$ cat src/rtl/ff_arb_pkg.sv
// ff_arb_pkg: shared types and width helpers for the flip-flop bank arbiter
package ff_arb_pkg;
  typedef enum logic {ARB, LOCKED} arb_state_e;
  localparam int DEF_N_REQ = 4;
  localparam int DEF_DATA_W = 8;
  localparam int DEF_MAX_BURST = 4;
  function automatic int idx_w(int n);
    return $clog2(n);
  endfunction
  function automatic int cnt_w(int m);
    return $clog2(m + 1);
  endfunction
  localparam int IDX_W = idx_w(DEF_N_REQ);
  localparam int CNT_W = cnt_w(DEF_MAX_BURST);
endpackage

$ cat src/rtl/ff_bank_arbiter_rr_pick.sv
// rr_pick: combinational round-robin picker, first set bit of eligible starting at ptr
module rr_pick
  import ff_arb_pkg::*;
#(
  parameter int N_REQ = DEF_N_REQ
) (
  input  logic [N_REQ-1:0]        eligible,
  input  logic [idx_w(N_REQ)-1:0] ptr,
  output logic                    valid,
  output logic [idx_w(N_REQ)-1:0] idx
);
  localparam int IW = idx_w(N_REQ);
  // scan from the farthest offset back toward ptr so the nearest eligible requester wins
  always_comb begin
    int j;
    valid = |eligible;
    idx = '0;
    for (int k = N_REQ - 1; k >= 0; k--) begin
      j = int'(ptr) + k;
      j = (j >= N_REQ) ? j - N_REQ : j;
      if (eligible[j]) idx = IW'(j);
    end
  end
endmodule

$ cat src/rtl/ff_bank_arbiter.sv
// ff_bank_arbiter: round-robin arbiter loading one requester's data per cycle into a shared register bank
module ff_bank_arbiter
  import ff_arb_pkg::*;
#(
  parameter int N_REQ     = DEF_N_REQ,
  parameter int DATA_W    = DEF_DATA_W,
  parameter int MAX_BURST = DEF_MAX_BURST
) (
  input  logic                      clk,
  input  logic                      async_reset,
  input  logic [N_REQ-1:0]          req,
  input  logic [N_REQ-1:0]          lock,
  input  logic [N_REQ*DATA_W-1:0]   wdata,
  output logic [N_REQ-1:0]          gnt,
  output logic [DATA_W-1:0]         q,
  output logic                      q_valid,
  output logic [idx_w(N_REQ)-1:0]   owner,
  output logic                      locked
);
  localparam int IW = idx_w(N_REQ);
  localparam int CW = cnt_w(MAX_BURST);
  arb_state_e state;
  logic [IW-1:0] ptr, win, nxt_win, nxt_own;
  logic [CW-1:0] burst_cnt;
  logic [N_REQ-1:0] eligible;
  logic win_v, last_beat;
  // the requester granted last cycle sits out one cycle so each request gets one grant
  assign eligible = req & ~gnt;
  assign nxt_win = (win == IW'(N_REQ - 1)) ? '0 : win + 1'b1;
  assign nxt_own = (owner == IW'(N_REQ - 1)) ? '0 : owner + 1'b1;
  assign last_beat = !lock[owner] || (int'(burst_cnt) + 1 == MAX_BURST);
  assign locked = (state == LOCKED);
  rr_pick #(.N_REQ(N_REQ)) u_pick (
    .eligible (eligible),
    .ptr      (ptr),
    .valid    (win_v),
    .idx      (win)
  );
  // arbitration FSM: one write per cycle, locked owner keeps the bank for a bounded burst
  always_ff @(posedge clk or negedge async_reset) begin
    if (!async_reset) begin
      state <= ARB;
      ptr <= '0;
      burst_cnt <= '0;
      gnt <= '0;
      q <= '0;
      q_valid <= 1'b0;
      owner <= '0;
    end else if (state == ARB) begin
      if (win_v) begin
        gnt <= N_REQ'(1) << win;
        q <= wdata[int'(win)*DATA_W +: DATA_W];
        q_valid <= 1'b1;
        owner <= win;
        if (lock[win] && MAX_BURST > 1) begin
          state <= LOCKED;
          burst_cnt <= CW'(1);
        end else begin
          ptr <= nxt_win;
        end
      end else begin
        gnt <= '0;
        q_valid <= 1'b0;
      end
    end else if (req[owner]) begin
      gnt <= N_REQ'(1) << owner;
      q <= wdata[int'(owner)*DATA_W +: DATA_W];
      q_valid <= 1'b1;
      burst_cnt <= last_beat ? '0 : burst_cnt + 1'b1;
      if (last_beat) begin
        state <= ARB;
        ptr <= nxt_own;
      end
    end else begin
      gnt <= '0;
      q_valid <= 1'b0;
      state <= ARB;
      ptr <= nxt_own;
      burst_cnt <= '0;
    end
  end
endmodule

$ cat config.mk
export PLATFORM = sky130hd
export DESIGN_NAME = ff_bank_arbiter
export DESIGN_NICKNAME = d
export VERILOG_FILES = /design/src/rtl/ff_arb_pkg.sv /design/src/rtl/ff_bank_arbiter_rr_pick.sv /design/src/rtl/ff_bank_arbiter.sv
export SDC_FILE = /design/constraint.sdc
export NUM_CORES = 1
export LEC_CHECK = 0
export ABC_AREA = 1
export BUFFER_PORTS_ARGS = -buffer_cell sky130_fd_sc_hd__buf_4
export CAP_MARGIN = 10
export CORE_MARGIN = 2
export CORE_UTILIZATION = 43
export CTS_BUF_LIST = sky130_fd_sc_hd__clkbuf_8
export DETAILED_ROUTE_END_ITERATION = 16
export PLACE_DENSITY = 0.69
export SYNTH_ARGS = -nofsm -noshare
export SYNTH_HDL_FRONTEND = slang
export SYNTH_SLANG_ARGS = --single-unit
$ cat constraint.sdc
create_clock -name clk -period 3.68 [get_ports clk]
set_input_delay 0.368 -clock clk [delete_from_list [all_inputs] [get_ports clk]]
set_output_delay 0.368 -clock clk [all_outputs]
set_load 0.005 [all_outputs]
==> results by group, run 1 <==
Outcome
  • Status: finished, final reports clean

Timing
  • Final setup TNS: 0 ps
  • Max Fclk: 0.489 GHz
  • Clock Skew: 9.04 ps
  • Tcrit/Tclk final: 55.6%
  • RSZ-0062 raised after global routing: no
  • Min Tclk post-route: 2050 ps
  • Slew @ Worst Pin: 449 ps
  • Final setup viols: 0
  • Fin. max-slew vios: 0
  • Final hold violation count: 0
  • Max-slew headroom: 69.9%

Routing
  • DRC Markers: 0
  • Post-DRT Antenna Nets: 0
  • DR WL/cell: 12.2 um
  • Vias: 1762
  • Total length of routed wires: 4390 um
  • Vias per std cell: 4.91
  • DRT Pass-1 Iters: 4
  • Initial DRC Count: 60

CTS
  • Root buffer cell: clkbuf_8
  • CTS Buffer Depth: 2
  • CTS tree: built
  • CTS clk-pin slew, worst paths: 80 ps
  • Cts bufs inserted: 3
  • Clock sinks: 21
  • Htree depth: 1
  • Clk_lat worst skew: 260 ps

Cells and area
  • Fillers: 400
  • Area Growth Syn to Fin: 28.7%
  • Share of layout cells above drive strength 1: 30.1%
  • Post-layout net count: 362
  • Ant diodes: 0
  • Register area: 526 um2
  • Final cell count without fillers: 359
  • Footprint of the multi-input gates: 1100 um2

Power
  • Power Internal: 1.03 mW
  • Combinational power share: 72.4%
  • IR drop worst, VDD: 0.487 mV
  • Power share of the clock group: 6.7%
  • Switching power share of the total: 53.8%
  • Pleak: 1.29 nW
  • Pwr dens: 967 nW/um2
  • Flop pwr share: 20.9%
  • NetSw: 1.20 mW

Synthesis
  • Post-Syn Nets: 302
  • Synthesized area: 1790 um2
  • Syn Inst Count: 250
  • Average size of a mapped cell: 7.16 um2
  • Yosys reg bits: 21
  • Post-synth cell types: 30
  • Sequential share of the synthesized area: 29.4%
  • Yosys synthesis warning count: 0

Placement
  • Cell total after placement: 354
  • Port Buffers: 57
  • Hpwl dp: 3580 um
  • Gpl congestion: 0.858

Min path
  • Hold Path Depth: 2
  • Hold crit path type: reg2reg

Critical path
  • FF-to-FF End: q[2]$_DFFE_PN0P_
  • R2r startpoint: ptr[0]$_DFFE_PN0P_
  • Crit Path Class: reg2reg
  • Reg2Reg Setup Slack: 1630 ps
  • Crit. End Element: register
  • Reg2reg path depth: 13
  • Max FO, Critical Path: 8
  • CP startpoint: ptr[0]$_DFFE_PN0P_
  • Critical Path Start Type: register
  • CP Data Required Time: 3870 ps
  • Arrival @ worst endpoint: 2240 ps
  • Crit path to: q[2]$_DFFE_PN0P_

Floorplanning
  • Die ar.: 4690 um2
  • # rows: 23
  • Core Region: 4000 um2
  • Starting Density: 44.7%
  • Top Ports: 58
  • Die X: 68.5 um
  • Vert. Die Dim: 68.5 um

Global routing
  • Vias in the first global route: 1596
  • Largest net degree at the start of global routing: 22
  • Initial antenna violation count: 0
  • Grt ovf: 0
  • Global-route wire length before repair: 7350 um
  • Gr usage total: 20.5%

Flow run
  • Max Cap Viol: 0
==> placed cells by master, fill, tap and decap left out, drive strengths merged, types with 4 or more instances in the layout <==
cell type	n
dfrtp	21
nand2	101
buf	57
inv	32
nand3	31
a21oi	5
nor2	6
nand3b	19
o21ai	9
ha	10
a22o	4
==> flip-flops by register name (all words and copies together), names as in the netlist <==
signal and cells:
locked 1, q_valid 1, gnt 4, burst_cnt 3
owner 2, ptr 2, q 8
==> Yosys cell counts <==
master,number,area [um2]
nand2_1,79,297
nand3_1,30,150
inv_1,27,101
dfrtp_1,21,526
nand2_2,18,113
nand3b_1,18,135
ha_1,10,125
nor2_1,6,22.5
inv_2,5,18.8
a21oi_1,4,20.0
a22o_1,4,35.0
o21ai_0,4,20.0
o21ai_1,4,20.0
nand2_4,2,22.5
nand2_8,2,40.0
nand4_1,2,12.5
a21boi_1,1,7.51
a21oi_4,1,16.3
a221oi_1,1,8.76
a31oi_1,1,6.26
buf_12,1,20.0
buf_2,1,5.00
buf_4,1,7.51
clkinv_1,1,3.75
clkinv_2,1,5.00
nand3_2,1,10.0
nand3b_2,1,11.3
nor3_1,1,5.00
o21ai_4,1,16.3
xnor2_1,1,8.76
==> power groups by stage <==
stage / Combinational (mW) / Clock [mW] / Sequential [mW]
CTS: 1.62 / 0.150 / 0.465
floorplan: 1.26 / 0 / 0.441
detailed placement: 1.62 / 0 / 0.468
global placement: 1.61 / 0 / 0.468
finish: 1.61 / 0.149 / 0.465
global route: 1.85 / 0.162 / 0.480
==> metrics by stage <==
step / total power [mW] / util (%) / hold WS (ps) / cell area (um2) / setup WS, ps
final: 2.23 / 57.6 / 484 / 2300 / 1630
after global routing: 2.49 / 57.6 / 526 / 2300 / 1420
after CTS: 2.24 / 57.6 / 487 / 2300 / 1650
after detailed placement: 2.09 / 56.2 / 271 / 2250 / 1640
after global placement: 2.08 / 56.2 / 269 / 2250 / 1650
after floorplan: 1.70 / - / 72.4 / 1790 / 1850
==> how the worst min path moves through the flow <==
stage / slack, ps / startpoint / to
finish: 480 / q[3]$_DFFE_PN0P_ / q[3]$_DFFE_PN0P_
global route: 530 / q[5]$_DFFE_PN0P_ / q[5]$_DFFE_PN0P_
CTS: 490 / q[3]$_DFFE_PN0P_ / q[3]$_DFFE_PN0P_
detailed placement: 270 / async_reset / ptr[0]$_DFFE_PN0P_
global placement: 270 / async_reset / gnt[3]$_DFF_PN0_
floorplan: 70 / async_reset / burst_cnt[0]$_DFFE_PN0P_
==> kinds of logic (layout without fill, tap and decap cells) <==
group,count (synthesis),count (layout),synth area share (%)
and+or+nand+nor,160,160,45.7
buffers and inverters,37,96,9.02
AOI/OAI and AO/OA,21,21,8.39
DFF,21,21,29.4
adders and majority gates,10,10,6.99
xor gates and xnor gates,1,1,0.490
==> critical path, stage by stage (launching register included) <==
cell and delay, ps:
dfrtp_1 470, nand2_1 100, clkinv_1 70, nor2_1 180, a21oi_4 90, nand3_1 70, nand2_1 60, a21boi_1 330
nand2_1 180, nand2_4 140, nand3_1 70, nand2_1 100, nand2_1 50, nand2_1 60
==> what timing repair did <==
action	4_1_cts	5_1_grt
buffers inserted	0	0
endpoints found under the hold margin	21	0
hold buffers	1	0
resized for setup	0	0
==> area by class of cell <==
type                    count  area share (%)
inverters                  34            5.59
clock inverters             1           0.217
multi-input cells         192            47.9
clock buffers               3            1.79
well taps                  50            2.72
repair buffers             58            19.0
flip-flops and latches     21            22.8
==> per-layer routing <==
layer | GRT usage [%] | up-vias | wire (um)
met3 | 1.62 | 6 | 117
met5 | 0 | - | 0
li1 | - | 926 | -
met1 | 30.2 | 784 | 2230
met2 | 32.8 | 46 | 1980
met4 | 4.25 | 0 | 65
No activity file was read; power rests on OpenSTA's default activity.
==> run 2, diff against run 1 <==
clock period = 2.1 ns   (was 3.68 ns; I/O delays follow)
==> run 2 against run 1 <==
Largest power group unchanged. Highest routed layer unchanged. Critical endpoint is now q[0]$_DFFE_PN0P_. Fmax rose by 5.7%. Worst hold slack worse by 130 ps. Count of clock-buffer cells in the layout unchanged. Final cell count increased by 1.9%. Core utilization up 2.2 points. Design area grew 3.9%. Power increased by 91%.
==> results by group, run 2 (synthesized netlist as in run 1, its figures left out) <==
Floorplanning
  • Starting Density: 44.7%
  • # rows: 23
  • Core Region: 4000 um2
  • Top Ports: 58
  • Die ar.: 4690 um2
  • Die X: 68.5 um
  • Vert. Die Dim: 68.5 um

Cells and area
  • Final Cell Area: 2390 um2
  • Fillers: 398
  • Final Core Density: 59.8%
  • Largest registers: q x8, gnt x4, burst_cnt x3
  • Footprint of the multi-input gates: 1150 um2
  • Register area: 528 um2
  • Commonest non-fill, non-tap cell in the layout: nand2_1
  • Post-layout net count: 369
  • Most frequent cells in the layout: 77 x nand2_1, 62 x buf_4, 29 x nand3_1, 26 x inv_1
  • Area Growth Syn to Fin: 33.7%
  • Most flop-heavy register: q
  • Share of layout cells above drive strength 1: 33.9%
  • Ant diodes: 0
  • Largest register FFs: 8

Critical path
  • Reg2reg path depth: 15
  • Critical path cell sequence: nand2_1 > clkinv_1 > nand2_1 > nand2_2 > a21oi_4 > nand2_2 > nand3_2 > nand2_8 > buf_4 > nand2_4 > nand3b_1 > nand3_1 > nand2_1 > nand2_1 > nand2_1
  • Reg2Reg Setup Slack: 160 ps
  • Slowest stage cell, crit path: dfrtp_2
  • Arrival @ worst endpoint: 2100 ps
  • CP Data Required Time: 2260 ps
  • FF-to-FF End: q[0]$_DFFE_PN0P_
  • R2r startpoint: ptr[0]$_DFFE_PN0P_
  • Largest stage delay, worst path: 460 ps
  • Crit. End Element: register
  • Critical Path Start Type: register
  • Max FO, Critical Path: 9
  • Crit Path Class: reg2reg
  • Most common cell on crit path: nand2_1

Routing
  • Vias: 1826
  • Total length of routed wires: 4490 um
  • DRC Markers: 0
  • Top Layer Used: met4
  • Initial DRC Count: 107
  • Metal1 wirelength: 2130 um
  • Metal2 WL: 2090 um
  • DR WL/cell: 12.3 um
  • Metal3 WL: 207 um
  • Post-DRT Antenna Nets: 0
  • DRT Pass-1 Iters: 4
  • Vias per std cell: 4.99

CTS
  • CTS Buffer Depth: 2
  • CTS tree: built
  • Root buffer cell: clkbuf_8
  • Clock sinks: 21
  • CTS clk-pin slew, worst paths: 80 ps
  • Htree depth: 1
  • Clk_lat worst skew: 260 ps
  • Cts bufs inserted: 3

Global routing
  • Vias in the first global route: 1642
  • Gr usage total: 20.5%
  • Global-route wire length before repair: 7380 um
  • Grt ovf: 0
  • Largest net degree at the start of global routing: 22
  • Initial antenna violation count: 0

Timing
  • Slew @ Worst Pin: 424 ps
  • WHS: 357 ps
  • Min Tclk post-route: 1940 ps
  • Final setup viols: 0
  • Fin. max-slew vios: 0
  • Max Fclk: 0.517 GHz
  • Post-route setup slack: 165 ps
  • Final setup TNS: 0 ps
  • Tcrit/Tclk final: 92.2%
  • Clock Skew: 2.29 ps
  • Max-slew headroom: 71.6%
  • Final hold violation count: 0

Power
  • Pwr dens: 1770 nW/um2
  • Pleak: 1.33 nW
  • IR drop worst, VDD: 0.977 mV

Flow run
  • Max Cap Viol: 0

Placement
  • Placement-stage cell area: 2270 um2
  • Pre-CTS WS: 110 ps
  • Port Buffers: 57
  • Hpwl dp: 3500 um
  • Gpl congestion: 0.843

Min path
  • Hold crit path type: in2async

Outcome
  • Status: finished, final reports clean
==> run 2: routing by layer <==
| layer | vias to the layer above | track usage, % |
|---|---|---|
| met4 | 0 | 6.75 |
| met5 | - | 0 |
| met1 | 825 | 30.5 |
| met2 | 51 | 31.3 |
| li1 | 943 | - |
| met3 | 7 | 1.62 |
==> run 2: worst max path at each step <==
stage	slack, ps	from	cells after the start	to
global route	-4	ptr[0]$_DFFE_PN0P_	15	ptr[1]$_DFFE_PN0P_
finish	160	ptr[0]$_DFFE_PN0P_	15	q[0]$_DFFE_PN0P_
global placement	170	ptr[0]$_DFFE_PN0P_	16	q[5]$_DFFE_PN0P_
CTS	110	ptr[0]$_DFFE_PN0P_	16	q[4]$_DFFE_PN0P_
detailed placement	110	ptr[0]$_DFFE_PN0P_	16	q[4]$_DFFE_PN0P_
floorplan	270	ptr[0]$_DFFE_PN0P_	15	ptr[1]$_DFFE_PN0P_
==> run 2: worst max-delay path: cells and delay by family (launching register included) <==
| family | cells | cell delay [ps] |
|---|---|---|
| flops | 1 | 460 |
| buf+inv | 2 | 240 |
| simple gates | 12 | 1000 |
| compound gates | 1 | 120 |
==> run 2: final cells by class <==
cell class	instances	share of cell area (%)
multi-input combinational	194	48.1
sequential	21	22.1
tap	50	2.62
clock inverter	1	0.209
inverter	34	5.39
clock buffer	3	1.73
timing repair buffer	63	19.9
==> run 2: where the power goes <==
part           total (mW)  internal [mW]  switching (mW)
combinational        3.17           1.25            1.91
clock               0.269          0.132           0.137
sequential          0.808          0.605           0.202
total                4.24           1.99            2.25
==> run 2: stage by stage <==
stage / instances / total power, mW
global placement: 357 / 3.69
floorplan: 250 / 2.98
detailed placement: 357 / 3.70
CTS: 362 / 3.99
global route: 366 / 4.73
finish: 366 / 4.24
==> run 2: repair_timing <==
action,in CTS,in global routing
buffers inserted,0,2
endpoints found under the setup margin,0,10
resized for setup,0,9
hold endpoints to repair,21,0
hold buffers,1,0
==> run 3, diff against run 2 <==
PLACE_DENSITY = 0.73   (was 0.69)
==> run 3 against run 2 <==
Fmax fell by 1.2%. Highest routed layer unchanged. Critical path depth did not move. Largest cell class unchanged. Flip-flop and latch count did not move. Critical endpoint is now ptr[1]$_DFFE_PN0P_. Combinational power fell by 4%. Count of clock-buffer cells in the layout did not move. Die area did not move.
==> results by group, run 3 (synthesized netlist as in run 1, its figures left out) <==
Flow run
  • Max Cap Viol: 0

Critical path
  • Slowest stage cell, crit path: dfrtp_2
  • CP startpoint: ptr[0]$_DFFE_PN0P_
  • Crit Path Class: reg2reg
  • Crit. End Element: register
  • Worst path top cell family by delay: simple AND/OR/NAND/NOR gates
  • Most common cell on crit path: nand2_1
  • Critical Path Start Type: register
  • R2r startpoint: ptr[0]$_DFFE_PN0P_
  • CP Data Required Time: 2250 ps
  • Arrival @ worst endpoint: 2110 ps
  • Max FO, Critical Path: 7
  • Crit path buf inv count: 2
  • Largest stage delay, worst path: 460 ps
  • Critical path cell sequence: nand2_1 > inv_2 > nand2_1 > nand2_2 > a21oi_4 > nand2_2 > nand2_2 > nand2_2 > nand2_4 > inv_2 > ha_1 > nand2_1 > nand2_1 > nand4_1 > nand2_1

Timing
  • Slew @ Worst Pin: 537 ps
  • Clock Skew: 2.66 ps
  • Post-route setup slack: 140 ps
  • Min Tclk post-route: 1960 ps
  • Tcrit/Tclk final: 93.3%
  • Max Fclk: 0.510 GHz
  • Fin. max-slew vios: 0
  • Max-slew headroom: 64.1%
  • Final setup viols: 0
  • Final setup TNS: 0 ps
  • WHS: 359 ps
  • Final hold violation count: 0

CTS
  • Htree depth: 1
  • Root buffer cell: clkbuf_8
  • CTS Buffer Depth: 2
  • CTS tree: built
  • Clock sinks: 21
  • CTS clk-pin slew, worst paths: 70 ps
  • Cts bufs inserted: 3
  • Clk_lat worst skew: 260 ps

Global routing
  • Global-route wire length before repair: 7360 um
  • Largest net degree at the start of global routing: 22
  • Gr usage total: 20.6%
  • Initial antenna violation count: 0
  • Grt ovf: 0
  • Vias in the first global route: 1674

Power
  • Switching power share of the total: 53.2%
  • Power share of the clock group: 6.3%
  • IR drop worst, VDD: 0.912 mV
  • NetSw: 2.18 mW
  • Power Total: 4.10 mW
  • Flop pwr share: 19.5%
  • Pwr dens: 1740 nW/um2
  • Pleak: 1.32 nW
  • Combinational power share: 74.2%
  • Power Internal: 1.92 mW

Cells and area
  • Area Growth Syn to Fin: 31.8%
  • Register area: 527 um2
  • Ant diodes: 0
  • Largest register FFs: 8
  • Most frequent cells in the layout: 78 x nand2_1, 62 x buf_4, 30 x nand3_1, 26 x inv_1, 20 x dfrtp_1
  • Share of layout cells above drive strength 1: 33.0%
  • Most flop-heavy register: q
  • Footprint of the multi-input gates: 1120 um2
  • Commonest non-fill, non-tap cell in the layout: nand2_1
  • Final Cell Area: 2360 um2
  • Post-layout net count: 368
  • Final cell count without fillers: 365
  • Final Core Density: 59.0%
  • Fillers: 380
  • Largest registers: q x8, gnt x4, burst_cnt x3

Routing
  • Metal3 WL: 203 um
  • Metal2 WL: 2250 um
  • Metal1 wirelength: 2070 um
  • DRT Pass-1 Iters: 4
  • Post-DRT Antenna Nets: 0
  • Total length of routed wires: 4570 um
  • Vias per std cell: 4.95
  • Initial DRC Count: 103
  • Top Layer Used: met4
  • DR WL/cell: 12.5 um
  • Vias: 1808
  • DRC Markers: 0

Placement
  • Placement-stage cell area: 2280 um2
  • Port Buffers: 57
  • Pre-CTS WS: 82.0 ps
  • Gpl congestion: 0.870
  • Cell total after placement: 358
  • Hpwl dp: 3610 um

Floorplanning
  • Starting Density: 44.7%
  • Core Region: 4000 um2
  • Die ar.: 4690 um2
  • Die X: 68.5 um
  • Vert. Die Dim: 68.5 um
  • Top Ports: 58
  • # rows: 23

Outcome
  • Status: finished, final reports clean

Min path
  • Hold crit path type: in2reg
  • Hold_sp: wdata[0]
==> run 3: tightest hold or removal path: cells and delay by family <==
family | cells | cell delay, ps
buf+inv | 2 | 110
simple gates | 5 | 250
==> run 3: final timing paths <==
path	end	slack [ps]	cells past startpoint
min in group asynchronous	gnt[0]$_DFF_PN0_	370	2
max	ptr[1]$_DFFE_PN0P_	140	15
min	q[0]$_DFFE_PN0P_	360	7
max in group asynchronous	ptr[0]$_DFFE_PN0P_	1500	2
min reg2reg	q[7]$_DFFE_PN0P_	490	2
max reg2reg	ptr[1]$_DFFE_PN0P_	140	15
==> run 3: final cells by class <==
type / count / area share (%)
clock buffer: 3 / 1.75
sequential: 21 / 22.3
multi-input combinational: 193 / 47.4
inverter: 34 / 5.46
clock inverter: 1 / 0.212
tap: 50 / 2.65
timing repair buffer: 63 / 20.2
==> run 3: power groups by stage <==
stage                     combinational, mW  sequential [mW]  clock, mW
after detailed placement               2.95            0.797          0
final                                  3.04            0.800      0.259
after global placement                 2.87            0.796          0
after CTS                              2.97            0.792      0.263
after floorplan                        2.21            0.772          0
after global routing                   3.44            0.828      0.281
==> run 3: routing by layer <==
| layer | GRT usage (%) | vias to the layer above |
|---|---|---|
| met2 | 34.4 | 43 |
| met5 | 0 | - |
| met4 | 6.25 | 0 |
| met3 | 1.14 | 5 |
| met1 | 28.6 | 828 |
| li1 | - | 932 |
==> run 3: timing repair <==
| action | 4_1_cts | 5_1_grt |
|---|---|---|
| endpoints found under the setup margin | 0 | 10 |
| resized for setup | 0 | 5 |
| hold endpoints to repair | 21 | 0 |
| buffers inserted | 0 | 1 |
| hold buffers | 1 | 0 |
